### src/rtl/dot_prod_pkg.sv
// Shared widths and FSM encoding for the dot-product accelerator host driver.
package dot_prod_pkg;

    localparam int ELEM_W      = 27;
    localparam int RES_W       = 64;
    localparam int ADDR_W      = 10;
    localparam int LEN_DEFAULT = 1000;

    typedef enum logic [2:0] {
        LOAD,
        WLAST,
        START,
        RUN,
        DONE
    } state_e;

endpackage

### src/rtl/dot_prod_driver.sv
// Host-side initiator: streams LEN element pairs into the accelerator arrays,
// starts it, waits for completion (or timeout) and hands back the result.
//
// state | meaning
// LOAD  | accept pairs, write them into the accelerator arrays
// WLAST | final array write in flight
// START | accelerator start pulse with zero initial values
// RUN   | wait for acc_w_enable or timeout
// DONE  | result held until the consumer takes it
module dot_prod_driver
    import dot_prod_pkg::*;
#(
    parameter int LEN     = LEN_DEFAULT,
    parameter int ADDR_W  = dot_prod_pkg::ADDR_W,
    parameter int TIMEOUT = 4096
) (
    input  logic                clk,
    input  logic                r_enable,
    input  logic                in_valid,
    output logic                in_ready,
    input  logic [ELEM_W-1:0]   in_a,
    input  logic [ELEM_W-1:0]   in_b,
    output logic                out_valid,
    input  logic                out_ready,
    output logic [RES_W-1:0]    out_result,
    output logic                out_timeout,
    output logic                busy,
    output logic                acc_r_enable,
    output logic                acc_controlArr,
    output logic [ADDR_W-1:0]   acc_init_i,
    output logic [RES_W-1:0]    acc_init_acc,
    output logic                acc_we_a,
    output logic                acc_we_b,
    output logic [ADDR_W-1:0]   acc_addr_a,
    output logic [ADDR_W-1:0]   acc_addr_b,
    output logic [ELEM_W-1:0]   acc_wdata_a,
    output logic [ELEM_W-1:0]   acc_wdata_b,
    input  logic                acc_w_enable,
    input  logic [RES_W-1:0]    acc_result
);

    localparam int CNT_W = (TIMEOUT > 2) ? $clog2(TIMEOUT) : 1;

    state_e              state_q, state_d;
    logic [ADDR_W-1:0]   idx_q, idx_d;
    logic [CNT_W-1:0]    cnt_q, cnt_d;
    logic [RES_W-1:0]    res_q, res_d;
    logic                to_q, to_d;
    logic                out_valid_q;
    logic                busy_q;
    logic                r_en_q;
    logic                ctrl_q;
    logic                we_q;
    logic [ADDR_W-1:0]   addr_q;
    logic [ELEM_W-1:0]   wdata_a_q, wdata_b_q;
    logic                accept;

    assign in_ready = (state_q == LOAD);
    assign accept   = in_valid && in_ready;

    always_comb begin
        state_d = state_q;
        idx_d   = idx_q;
        cnt_d   = cnt_q;
        res_d   = res_q;
        to_d    = to_q;
        case (state_q)
            LOAD: begin
                if (accept) begin
                    // idx stops at LEN-1 so it never wraps past the array
                    if (idx_q == ADDR_W'(LEN - 1)) state_d = WLAST;
                    else                           idx_d   = idx_q + ADDR_W'(1);
                end
            end
            WLAST: state_d = START;
            START: begin
                idx_d   = '0;
                cnt_d   = '0;
                state_d = RUN;
            end
            RUN: begin
                // completion takes priority over the final timeout count
                if (acc_w_enable) begin
                    res_d   = acc_result;
                    to_d    = 1'b0;
                    state_d = DONE;
                end else if (cnt_q == CNT_W'(TIMEOUT - 1)) begin
                    res_d   = '0;
                    to_d    = 1'b1;
                    state_d = DONE;
                end else begin
                    cnt_d = cnt_q + CNT_W'(1);
                end
            end
            DONE: begin
                if (out_ready) begin
                    idx_d   = '0;
                    state_d = LOAD;
                end
            end
            default: state_d = LOAD;
        endcase
    end

    always_ff @(posedge clk) begin
        if (r_enable) begin
            state_q     <= LOAD;
            idx_q       <= '0;
            cnt_q       <= '0;
            res_q       <= '0;
            to_q        <= 1'b0;
            out_valid_q <= 1'b0;
            busy_q      <= 1'b0;
            r_en_q      <= 1'b0;
            ctrl_q      <= 1'b1;
            we_q        <= 1'b0;
            addr_q      <= '0;
            wdata_a_q   <= '0;
            wdata_b_q   <= '0;
        end else begin
            state_q     <= state_d;
            idx_q       <= idx_d;
            cnt_q       <= cnt_d;
            res_q       <= res_d;
            to_q        <= to_d;
            // outputs are registered from the next state so they line up with it
            out_valid_q <= (state_d == DONE);
            busy_q      <= (state_d != LOAD);
            r_en_q      <= (state_d == START);
            ctrl_q      <= (state_d == LOAD) || (state_d == WLAST);
            we_q        <= accept;
            if (accept) begin
                addr_q    <= idx_q;
                wdata_a_q <= in_a;
                wdata_b_q <= in_b;
            end
        end
    end

    assign out_valid      = out_valid_q;
    assign out_result     = res_q;
    assign out_timeout    = to_q;
    assign busy           = busy_q;
    assign acc_r_enable   = r_en_q;
    assign acc_controlArr = ctrl_q;
    assign acc_init_i     = '0;
    assign acc_init_acc   = '0;
    assign acc_we_a       = we_q;
    assign acc_we_b       = we_q;
    assign acc_addr_a     = addr_q;
    assign acc_addr_b     = addr_q;
    assign acc_wdata_a    = wdata_a_q;
    assign acc_wdata_b    = wdata_b_q;

endmodule

### config.mk
export PLATFORM = sky130hd
export DESIGN_NAME = dot_prod_driver
export DESIGN_NICKNAME = d
export VERILOG_FILES = /design/src/rtl/dot_prod_pkg.sv /design/src/rtl/dot_prod_driver.sv
export SDC_FILE = /design/constraint.sdc
export NUM_CORES = 1
export LEC_CHECK = 0
export CORE_ASPECT_RATIO = 0.8
export CORE_MARGIN = 2
export CORE_UTILIZATION = 29
export CTS_CLUSTER_SIZE = 10
export DETAILED_ROUTE_END_ITERATION = 10
export PLACE_DENSITY = 0.63
export SYNTH_ARGS = -nofsm -noshare
export SYNTH_HDL_FRONTEND = slang
export SYNTH_SLANG_ARGS = --single-unit
export TNS_END_PERCENT = 5
### constraint.sdc
create_clock -name clk -period 2.15 [get_ports clk]
set_clock_uncertainty 0.05 [all_clocks]
set_input_delay 0.43 -clock clk [delete_from_list [all_inputs] [get_ports clk]]
set_output_delay 0.43 -clock clk [all_outputs]
set_load 0.1 [all_outputs]
; Word level (Yosys, flattened, before mapping)
; Cells that the tools add are included.
; W data, S select, Z words.
[word_totals]
mem_bits_rw = 0
memories = 0
ff_bits = 159
latchBits = 0
wordCells = 57
romBits = 0
[op_classes]
bitwise = 0
n_eq_ne = 14
order_cmp = 0
reduce_logical = 11
n_div = 0
multipliers = 0
mux = 17
n_shift = 0
n_addsub = 2
[op_table]
columns = cell, count
row1 = $mux W64, 2
row2 = $mux W10, 3
row3 = $pmux W10 S3, 1
row4 = $mux W12, 2
row5 = $pmux W12 S2, 1
row6 = $mux W3, 5
row7 = $pmux W3 S5, 1
row8 = $add A12 B1 Y12 const B, 1
row9 = $eq A12 B12 Y1 const B, 1
row10 = $add A10 B1 Y10 const B, 1
row11 = $eq A10 B10 Y1 const B, 1
row12 = $eq A3 B2 Y1 const B, 3
row13 = $ne A2 B2 Y1 const B, 4
row14 = $eq A3 B1 Y1 const B, 2
row15 = $eq A3 B3 Y1 const B, 2
row16 = $logic_not A3 Y1, 2
row17 = $reduce_bool A3 Y1, 2
row18 = $reduce_and A4 Y1, 1
row19 = $reduce_bool A2 Y1, 2
row20 = $reduce_and A3 Y1, 1
row21 = $mux W1, 2
row22 = $ne A2 B1 Y1 const B, 1
row23 = $reduce_and A2 Y1, 1
row24 = $logic_and A1 B1 Y1, 1
row25 = $logic_or A1 B1 Y1, 1

; Logic depth before layout (Yosys ltp)
; Gate-level depths: netlist (run 1).
[logic_depth]
ltp_word = 6
ltp_mapped = 7

; Least setup slack after synthesis (run 1)
; Ideal clock, no wire load.
[synth_timing]
kind = register -> register
start = register state_q[0]
end = register wdata_a_q[0], in the netlist acc_wdata_a[0]
path_slack_ns = -1.494
setup_ns = 0.132
t_arrival_ns = 3.462
path_buffers = 3
path_stages_with_launch = 8
path_cell_list = dfxtp_1 buf_2 nor3_1 nand2_1 clkbuf_1 clkbuf_1 nand2_1 a21oi_1
[synth_via]
elab_chain_len = 2
[synth_rtl]
columns = item, line_no
row1 = "start, declared", dot_prod_driver.sv:44  ; state_e state_q, state_d;
row2 = "start signal, assigned", dot_prod_driver.sv:121  ; state_q <= state_d;
row3 = $logic_not A3 Y1, dot_prod_driver.sv:58  ; assign in_ready = (state_q == LOAD);
row4 = named net in_ready, dot_prod_driver.sv:20  ; output logic in_ready,
row5 = $logic_and A1 B1 Y1, dot_prod_driver.sv:59  ; assign accept = in_valid && in_ready;
row6 = "end signal, assigned", dot_prod_driver.sv:134  ; wdata_a_q <= in_a;
row7 = "end, declared", dot_prod_driver.sv:55  ; logic [ELEM_W-1:0] wdata_a_q, wdata_b_q;
; The timed path passes the listed nets, and every way through them passes these cells.
; A chain may end at the register's enable or synchronous reset.

; Worst setup path after layout (run 1)
[layout_timing]
start = register state_q[1]
end = output in_ready
[layout_via]
elab_chain_len = 1
[layout_rtl]
columns = item, line_no
row1 = $logic_not A3 Y1, dot_prod_driver.sv:58
row2 = "end, declared", dot_prod_driver.sv:20
; No other way between the ends.

==> results.cfg, run 1 <==
[run_status]
outcome = complete, no violations

[clock_network]
cts_hold_buffers = 0
ctsLongestPathBuffers = 2
cts_buffers = 17
cts_tree = done
clkLatencyLatePin_ns = 0.42
post-cts-setup-buffers = 0
clkSlewWorstSetupHoldPaths_ns = 0.06
cts_resized = 0
cts.sinks = 159
htree_levels = 4
cts-root-buf = clkbuf_16

[drt]
drt_wl_total_um = 17800
vias_per_cell = 4.52
firstDrtPassIters = 4
route.detailed.drc = 0
antenna_left = 0
wl_per_cell_um = 14.1
drt-initial-drc-count = 329
via_count = 5710

[critical_path]
crit_chain = buf_4 -> nor3_4 -> buf_12
ff2ff_setup_slack_ns = 0.21
worst-path-stages = 3
crit_fanout = 10
cp-end-kind = output port
r2r-end = idx_q[2]
start_kind = flip-flop
rr_startpoint = idx_q[0]
cpPeakStageDelay_ns = 0.44
crit_path_end = in_ready
critPathLaunch = state_q[1]
cp_top_family = flip-flops
worst_ep_arrival_time_ns = 1.54
critical_path.slowest_cell = dfxtp_1
r2r_cells = 5
path_class = flip-flop to output port
cp_num_buf_inv = 2
worst_ep_required_time_ns = 1.67

[floorplan]
rows = 48
die_y_um = 137
start_util = 0.298
die_w_um = 171
die_area_um2 = 23500
ioPinCount = 343
core_region_area_um2 = 21700

[grt]
grt_pass1_vias = 5156
grt_overflow = 0
grt_pass1_wl_um = 26900
grt_max_degree = 65
antenna_found_initial = 0
grt_use_total = 0.141

[synthesis]
async_flop_share = 0
synth.area.top_cells = dfxtp_1 (49%), a32o_1 (9.9%), buf_4 (9.9%), nand2_1 (8.4%), a21oi_1 (6.4%)
ys_ff_latch = 159
synth.top_cell.area_share = 0.493
synth_cell_types = 46
synth_flop_cell = dfxtp_1
synth.most_common_cell = dfxtp_1
yosysWarnings = 0
ys_seq_area_frac = 0.493
synth.top_cells.by_count = dfxtp_1 (159), nand2_1 (145), buf_4 (85), a21oi_1 (82), a32o_1 (64)
synth_area_um2 = 6450
synth_area_leader_cell = dfxtp_1
syn_inst = 698
syn_area_per_cell_um2 = 9.24
synth-edff-count = 0

[sta]
holdWs_ns = 0.403
rsz0062_at_grt = no
min_period_ns = 2.02
fin_crit_sh = 0.940
drv_slew = 0
tightest_slew_ns = 0.515
hold_viol = 0
clock.fmax_mhz = 495
slew_headroom = 0.648
fin_ws_ns = 0.129
finalSetupViolations = 0

[pwr]
sequentialPowerShare = 0.387
p_sw_frac = 0.344
pwr-share-clk = 0.395
ir_worst_vdd_mv = 0.467
finalPower_w = 0.00792
p_int_w = 0.00519
power_density_nw_per_um2 = 833
comb_power_share = 0.218
p_leak_nw = 3.96
power_switching_w = 0.00273

[finish]
final_area_um2 = 9510
multi_input_area_um2 = 2680
fillers = 2109
stdcell_count = 1264
seq_area_um2 = 3180
syn2layout_area_growth_pct = 47.4
drive_gt1_frac = 0.230
antenna_cells = 0
nets = 1077

[place]
routabilityCongestion = 0.769
place_area_um2 = 8900
port_buffers = 268
hpwlAfterDp_um = 12700
dpl_worst_slack_ns = 0.0336
dp_cells = 1233

[flow_run]
drv_cap = 0

[min_path]
min_path_type = flip-flop to flip-flop
hold_depth = 2
## routing by layer
| layer | share of wire | track usage | vias to the layer above |
|---|---|---|---|
| met5 | 0 | 0 | - |
| met4 | 0.015 | 0.0413 | 0 |
| met3 | 0.063 | 0.0373 | 17 |
| met2 | 0.47 | 0.225 | 168 |
| met1 | 0.45 | 0.188 | 2688 |
| li1 | - | - | 2837 |
## metrics by stage
step                setup TNS, ns  utilization
floorplan                   -1.40            -
global placement                0        0.410
detailed placement              0        0.410
CTS                             0        0.439
global route                    0        0.439
finish                          0        0.439
## cell families (layout without fill, tap and decap cells)
group | after synthesis | count (layout) | share of synthesized area
and+or+nand+nor | 208 | 208 | 0.149
DFF | 159 | 159 | 0.493
AOI/OAI and AO/OA | 178 | 178 | 0.199
buffers and inverters | 140 | 333 | 0.139
other | 1 | 74 | 0.000581
xor gates and xnor gates | 2 | 2 | 0.00272
adders and majority gates | 2 | 2 | 0.00388
muxes | 8 | 8 | 0.0124
## power groups by stage
stage | combinational [W] | sequential (W) | clock [W]
after floorplan | 0.000871 | 0.00366 | 0
after global placement | 0.00172 | 0.00313 | 0
after detailed placement | 0.00172 | 0.00313 | 0
after CTS | 0.00173 | 0.00307 | 0.00324
after global routing | 0.00179 | 0.00308 | 0.00334
final | 0.00172 | 0.00307 | 0.00313
## cell type report
class                           count  share of cell area
Timing Repair Buffer              298               0.279
Multi-Input combinational cell    472               0.281
Inverter                            4             0.00158
Tap cell                          300              0.0395
Sequential cell                   159               0.335
Clock buffer                       18              0.0462
Clock inverter                     13              0.0182
## state kept, by name, summed over array words and instances (netlist names), 3 cells and up
name and cells:
acc_addr_a 10, acc_wdata_a 27, acc_wdata_b 27, cnt_q 12, idx_q 10, out_result 64
state_q 3
## layout by cell type, fill, tap and decap left out, drive strengths merged, types with 3 or more instances in the layout
| cell type | count |
|---|---|
| buf | 177 |
| dfxtp | 159 |
| nand2 | 146 |
| clkdlybuf4s50 | 121 |
| a21oi | 82 |
| conb | 74 |
| a32o | 64 |
| clkbuf | 18 |
| or3 | 13 |
| inv | 12 |
| nand4 | 9 |
| o21ai | 9 |
| mux2i | 8 |
| nand3 | 7 |
| nor2 | 7 |
| a211oi | 5 |
| nor3 | 5 |
| or4 | 4 |
| o31ai | 3 |
| a31o | 3 |
| a2111oi | 3 |
| and3 | 3 |
## worst reg2reg max path, cell delays in order, from the launching register on
cell,delay (ns)
dfxtp_1,0.42
ha_1,0.30
nor4bb_1,0.47
nand4_1,0.22
a31o_2,0.29
a21oi_1,0.11
## worst min path at each step
stage                          from         endpoint  slack [ns]
detailed placement   acc_wdata_b[0]   acc_wdata_b[0]        0.40
global placement    acc_wdata_b[15]  acc_wdata_b[15]        0.39
CTS                  acc_wdata_b[0]   acc_wdata_b[0]        0.41
global route        acc_wdata_b[11]  acc_wdata_b[11]        0.42
finish              acc_wdata_a[20]  acc_wdata_a[20]        0.40
floorplan                 cnt_q[11]        cnt_q[11]        0.41
(Power assumes the default switching activity.)
==> run 2: changes to the inputs <==
GPL_TIMING_DRIVEN = 1   (was not set)
clock period = 2.6 ns   (was 2.15 ns; I/O delays follow)
==> run 2 against run 1 <==
  * Cell count decreased by 1.3%
  * Flip-flop and latch count unchanged
  * Core utilization decreased by 0.93 points
  * Worst setup slack gained 0.45 ns
  * Global-route usage grew 0.66 points
  * Clock-buffer cell count up 2
  * Wire length rose by 2.4%
  * Sequential share of layout area grew 0.73 points
  * Largest power group is now sequential cells
==> results.cfg, run 2 (synthesis gave the netlist of run 1 again) <==
[run_status]
outcome = complete, no violations

[sta]
setup_tns_ns = 0
fin_crit_sh = 0.776
tightest_slew_ns = 0.691
slew_headroom = 0.538
rsz0062_at_grt = no
hold_viol = 0
min_period_ns = 2.02
fin_ws_ns = 0.581
finalSetupViolations = 0
clock.fmax_mhz = 495
drv_slew = 0

[clock_network]
cts_hold_buffers = 0
cts_tree = done
cts_buffers = 17
htree_levels = 4
clkSlewWorstSetupHoldPaths_ns = 0.07
clkLatencyLatePin_ns = 0.42
cts.sinks = 159
ctsLongestPathBuffers = 2
post-cts-setup-buffers = 0
cts-root-buf = clkbuf_16
cts_resized = 0

[drt]
drt-initial-drc-count = 251
via_count = 5627
dr_wl_met3_um = 1200
drt_wl_total_um = 18300
vias_per_cell = 4.51
antenna_left = 0
wl_met2_um = 8800
wl_per_cell_um = 14.6
routedLengthMet1_um = 8060
highest_layer = met4
route.detailed.drc = 0
firstDrtPassIters = 6

[finish]
multi_input_area_um2 = 2680
largest_reg_flops = 64
seq_area_um2 = 3180
postLayoutCoreUtil = 0.429
drive_gt1_frac = 0.215
antenna_cells = 0
nets = 1059
final_cell_mix = dfxtp_1 (159), buf_4 (152), nand2_1 (144)
fillers = 2132
stdcell_count = 1247
final_common_cell = dfxtp_1
syn2layout_area_growth_pct = 44.3

[floorplan]
core_region_area_um2 = 21700
die_w_um = 171
die_area_um2 = 23500
ioPinCount = 343
die_y_um = 137
rows = 48
start_util = 0.298

[critical_path]
critPathLaunch = state_q[2]
worst_ep_arrival_time_ns = 1.45
crit_fanout = 12
rr_startpoint = state_q[1]
start_kind = flip-flop
cp-end-kind = output port
worst_ep_required_time_ns = 2.03
r2r_cells = 4
path_class = flip-flop to output port

[grt]
grt_pass1_wl_um = 27400
grt_max_degree = 67
grt_overflow = 0
grt_pass1_vias = 5109
antenna_found_initial = 0
grt_use_total = 0.148

[min_path]
hold_depth = 2
min_path_type = flip-flop to flip-flop
worstHoldStart = acc_wdata_b[16]

[pwr]
p_leak_nw = 3.84
comb_power_share = 0.218
p_sw_frac = 0.349
power_density_nw_per_um2 = 692
finalPower_w = 0.00645
pwr-share-clk = 0.388
p_int_w = 0.00419
power_switching_w = 0.00225
ir_worst_vdd_mv = 0.338
sequentialPowerShare = 0.393

[place]
routabilityCongestion = 0.753
hpwlAfterDp_um = 12500
port_buffers = 268
dpl_worst_slack_ns = 0.263
dp_cells = 1215

[flow_run]
drv_cap = 0
-- run 2: path summary, 6_finish.rpt --
| kind | to | slack (ns) |
|---|---|---|
| worst max-delay path | in_ready | 0.58 |
| worst max register to register | idx_q[3] | 0.62 |
| worst min register to register | acc_wdata_b[16] | 0.40 |
| worst min-delay path | acc_wdata_b[16] | 0.40 |
-- run 2: final cells by class --
type	instances	share of cell area
Timing Repair Buffer	280	0.266
Inverter	4	0.00161
Clock inverter	12	0.0134
Sequential cell	159	0.342
Multi-Input combinational cell	472	0.288
Clock buffer	20	0.0491
Tap cell	300	0.0403
-- run 2: power by group through the flow --
| stage | Combinational [W] | Clock [W] | Sequential (W) |
|---|---|---|---|
| CTS | 0.00141 | 0.00258 | 0.00254 |
| finish | 0.00141 | 0.00250 | 0.00254 |
| floorplan | 0.000720 | 0 | 0.00303 |
| detailed placement | 0.00141 | 0 | 0.00259 |
| global placement | 0.00141 | 0 | 0.00259 |
| global route | 0.00146 | 0.00269 | 0.00254 |
-- run 2: critical path, stage by stage (launching register included) --
cell and delay (ns):
dfxtp_1 0.44, nor3_4 0.36, buf_12 0.22
-- run 2: layer usage --
metal,global-route usage,vias to the layer above
met4,0.0427,0
met2,0.236,157
met5,0,-
li1,-,2796
met1,0.187,2661
met3,0.0554,13
-- run 2: through the flow --
| stage | hold WS (ns) | area, um^2 |
|---|---|---|
| global placement | 0.392 | 8730 |
| finish | 0.404 | 9310 |
| CTS | 0.406 | 9310 |
| detailed placement | 0.397 | 8730 |
| global route | 0.426 | 9310 |
| floorplan | 0.405 | 6740 |
==> run 3: changes to the inputs <==
PLACE_DENSITY = 0.66   (was 0.63)
clock period = 1.78 ns   (was 2.6 ns; I/O delays follow)
==> run 3 against run 2 <==
  * The flow now finishes with violations (setup timing)
  * Register-to-register slack lost 0.64 ns
  * Final area is 26% higher
  * Clock power rose by 52%
  * Critical endpoint is now out_result[58]
  * Largest cell class is now buffers
==> results.cfg, run 3 (synthesis gave the netlist of run 1 again) <==
[finish]
postLayoutCoreUtil = 0.543
final_common_cell = buf_12
nets = 1112
antenna_cells = 0
final_cell_mix = buf_12 (154), dfxtp_1 (150), nand2_1 (144)
stdcell_count = 1300
seq_area_um2 = 3200
multi_input_area_um2 = 2750
syn2layout_area_growth_pct = 82.4
fillers = 1846
drive_gt1_frac = 0.278
largest_reg_flops = 64

[critical_path]
worst_ep_arrival_time_ns = 2.06
crit_fanout = 5
worst_ep_required_time_ns = 2.03
cp-end-kind = flip-flop
path_class = flip-flop to flip-flop
crit_chain = ha_4 -> inv_4 -> nor4_4 -> buf_4 -> o21ai_4 -> clkbuf_16 -> a32o_1
critical_path.slowest_cell = dfxtp_2
cp_top_family = buffers and inverters
ff2ff_setup_slack_ns = -0.02
cpPeakStageDelay_ns = 0.36
cp_num_buf_inv = 3
start_kind = flip-flop

[floorplan]
rows = 48
die_w_um = 171
ioPinCount = 343
die_area_um2 = 23500
die_y_um = 137
core_region_area_um2 = 21700
start_util = 0.298

[clock_network]
cts_tree = done
cts_hold_buffers = 0
clkSlewWorstSetupHoldPaths_ns = 0.07
ctsLongestPathBuffers = 2
cts-root-buf = clkbuf_16
cts_buffers = 17
htree_levels = 4
cts.sinks = 159
clkLatencyLatePin_ns = 0.42

[sta]
min_period_ns = 1.80
hold_viol = 0
finalSetupViolations = 2
setup_tns_ns = -0.0231
rsz0062_at_grt = yes
clock.fmax_mhz = 555
fin_ws_ns = -0.0226
fin_crit_sh = 1.01
drv_slew = 0

[place]
dp_cells = 1254
port_buffers = 268
hpwlAfterDp_um = 14300
routabilityCongestion = 0.843

[pwr]
p_sw_frac = 0.342
p_int_w = 0.00650
comb_power_share = 0.237
p_leak_nw = 4.60
sequentialPowerShare = 0.379
ir_worst_vdd_mv = 0.420
pwr-share-clk = 0.384
power_switching_w = 0.00338
power_density_nw_per_um2 = 841

[min_path]
min_path_type = input port to flip-flop

[run_status]
outcome = finished with violations
violations = setup timing

[grt]
grt_overflow = 0
antenna_found_initial = 0
grt_max_degree = 67
grt_pass1_wl_um = 29400
grt_use_total = 0.159
grt_pass1_vias = 5585

[drt]
drt-initial-drc-count = 298
firstDrtPassIters = 5
drt_wl_total_um = 20700
wl_per_cell_um = 15.9
antenna_left = 0
route.detailed.drc = 0
via_count = 6010
vias_per_cell = 4.62

[flow_run]
drv_cap = 0
[run 3: cell types whose count changed in the layout (fill, tap and decap cells not counted), sizes merged]
| cell | before | now |
|---|---|---|
| inv | 10 | 12 |
| clkinv | 3 | 2 |
| bufinv | 1 | 2 |
| buf | 159 | 207 |
| o21ai | 9 | 10 |
| clkbuf | 20 | 22 |
[run 3: final timing paths]
| kind | from | to | cells past startpoint |
|---|---|---|---|
| hold / removal | r_enable | state_q[2] | 2 |
| setup / recovery | cnt_q[0] | out_result[58] | 7 |
| setup reg to reg | cnt_q[0] | out_result[58] | 7 |
| hold reg to reg | cnt_q[9] | cnt_q[9] | 2 |
[run 3: routing by layer]
| layer | vias up | share of wire | track usage |
|---|---|---|---|
| met2 | 210 | 0.48 | 0.259 |
| met3 | 11 | 0.077 | 0.0531 |
| met5 | - | 0 | 0 |
| met4 | 0 | 0.0079 | 0.0446 |
| met1 | 2882 | 0.43 | 0.201 |
| li1 | 2907 | - | - |
[run 3: cell type report]
type / instances / share of cell area
timing repair buffer: 332 / 0.409
inverter: 4 / 0.00149
tap: 300 / 0.0319
clock buffer: 18 / 0.0373
clock inverter: 14 / 0.0145
multi-input combinational: 473 / 0.234
sequential: 159 / 0.272
[run 3: power groups by stage]
| stage | Clock, W | Sequential, W | Combinational [W] |
|---|---|---|---|
| global placement | 0 | 0.00383 | 0.00233 |
| finish | 0.00380 | 0.00375 | 0.00234 |
| CTS | 0.00391 | 0.00375 | 0.00235 |
| global route | 0.00406 | 0.00376 | 0.00242 |
| detailed placement | 0 | 0.00384 | 0.00234 |
| floorplan | 0 | 0.00442 | 0.00107 |
[run 3: per-stage QoR]
stage | hold slack (ns) | total power [W] | instance area [um^2] | setup WS [ns]
detailed placement | 0.430 | 0.00618 | 10900 | -0.258
finish | 0.162 | 0.00989 | 11800 | -0.0226
global placement | 0.425 | 0.00616 | 10900 | -0.231
CTS | 0.146 | 0.0100 | 11500 | -0.0229
global route | 0.143 | 0.0102 | 11800 | -0.0757
floorplan | 0.405 | 0.00549 | 6800 | -0.326
[run 3: worst reg2reg max path, stage by stage, from the launching register on]
cell	delay [ns]
dfxtp_2	0.36
ha_4	0.15
inv_4	0.04
nor4_4	0.29
buf_4	0.20
o21ai_4	0.15
clkbuf_16	0.21
a32o_1	0.24
[run 3: what timing repair did]
item,4_1_cts,5_1_grt
pin swaps,2,42
setup buffers,3,4
gates cloned,0,8
endpoints found under the setup margin,30,77
gates resized for setup,8,25
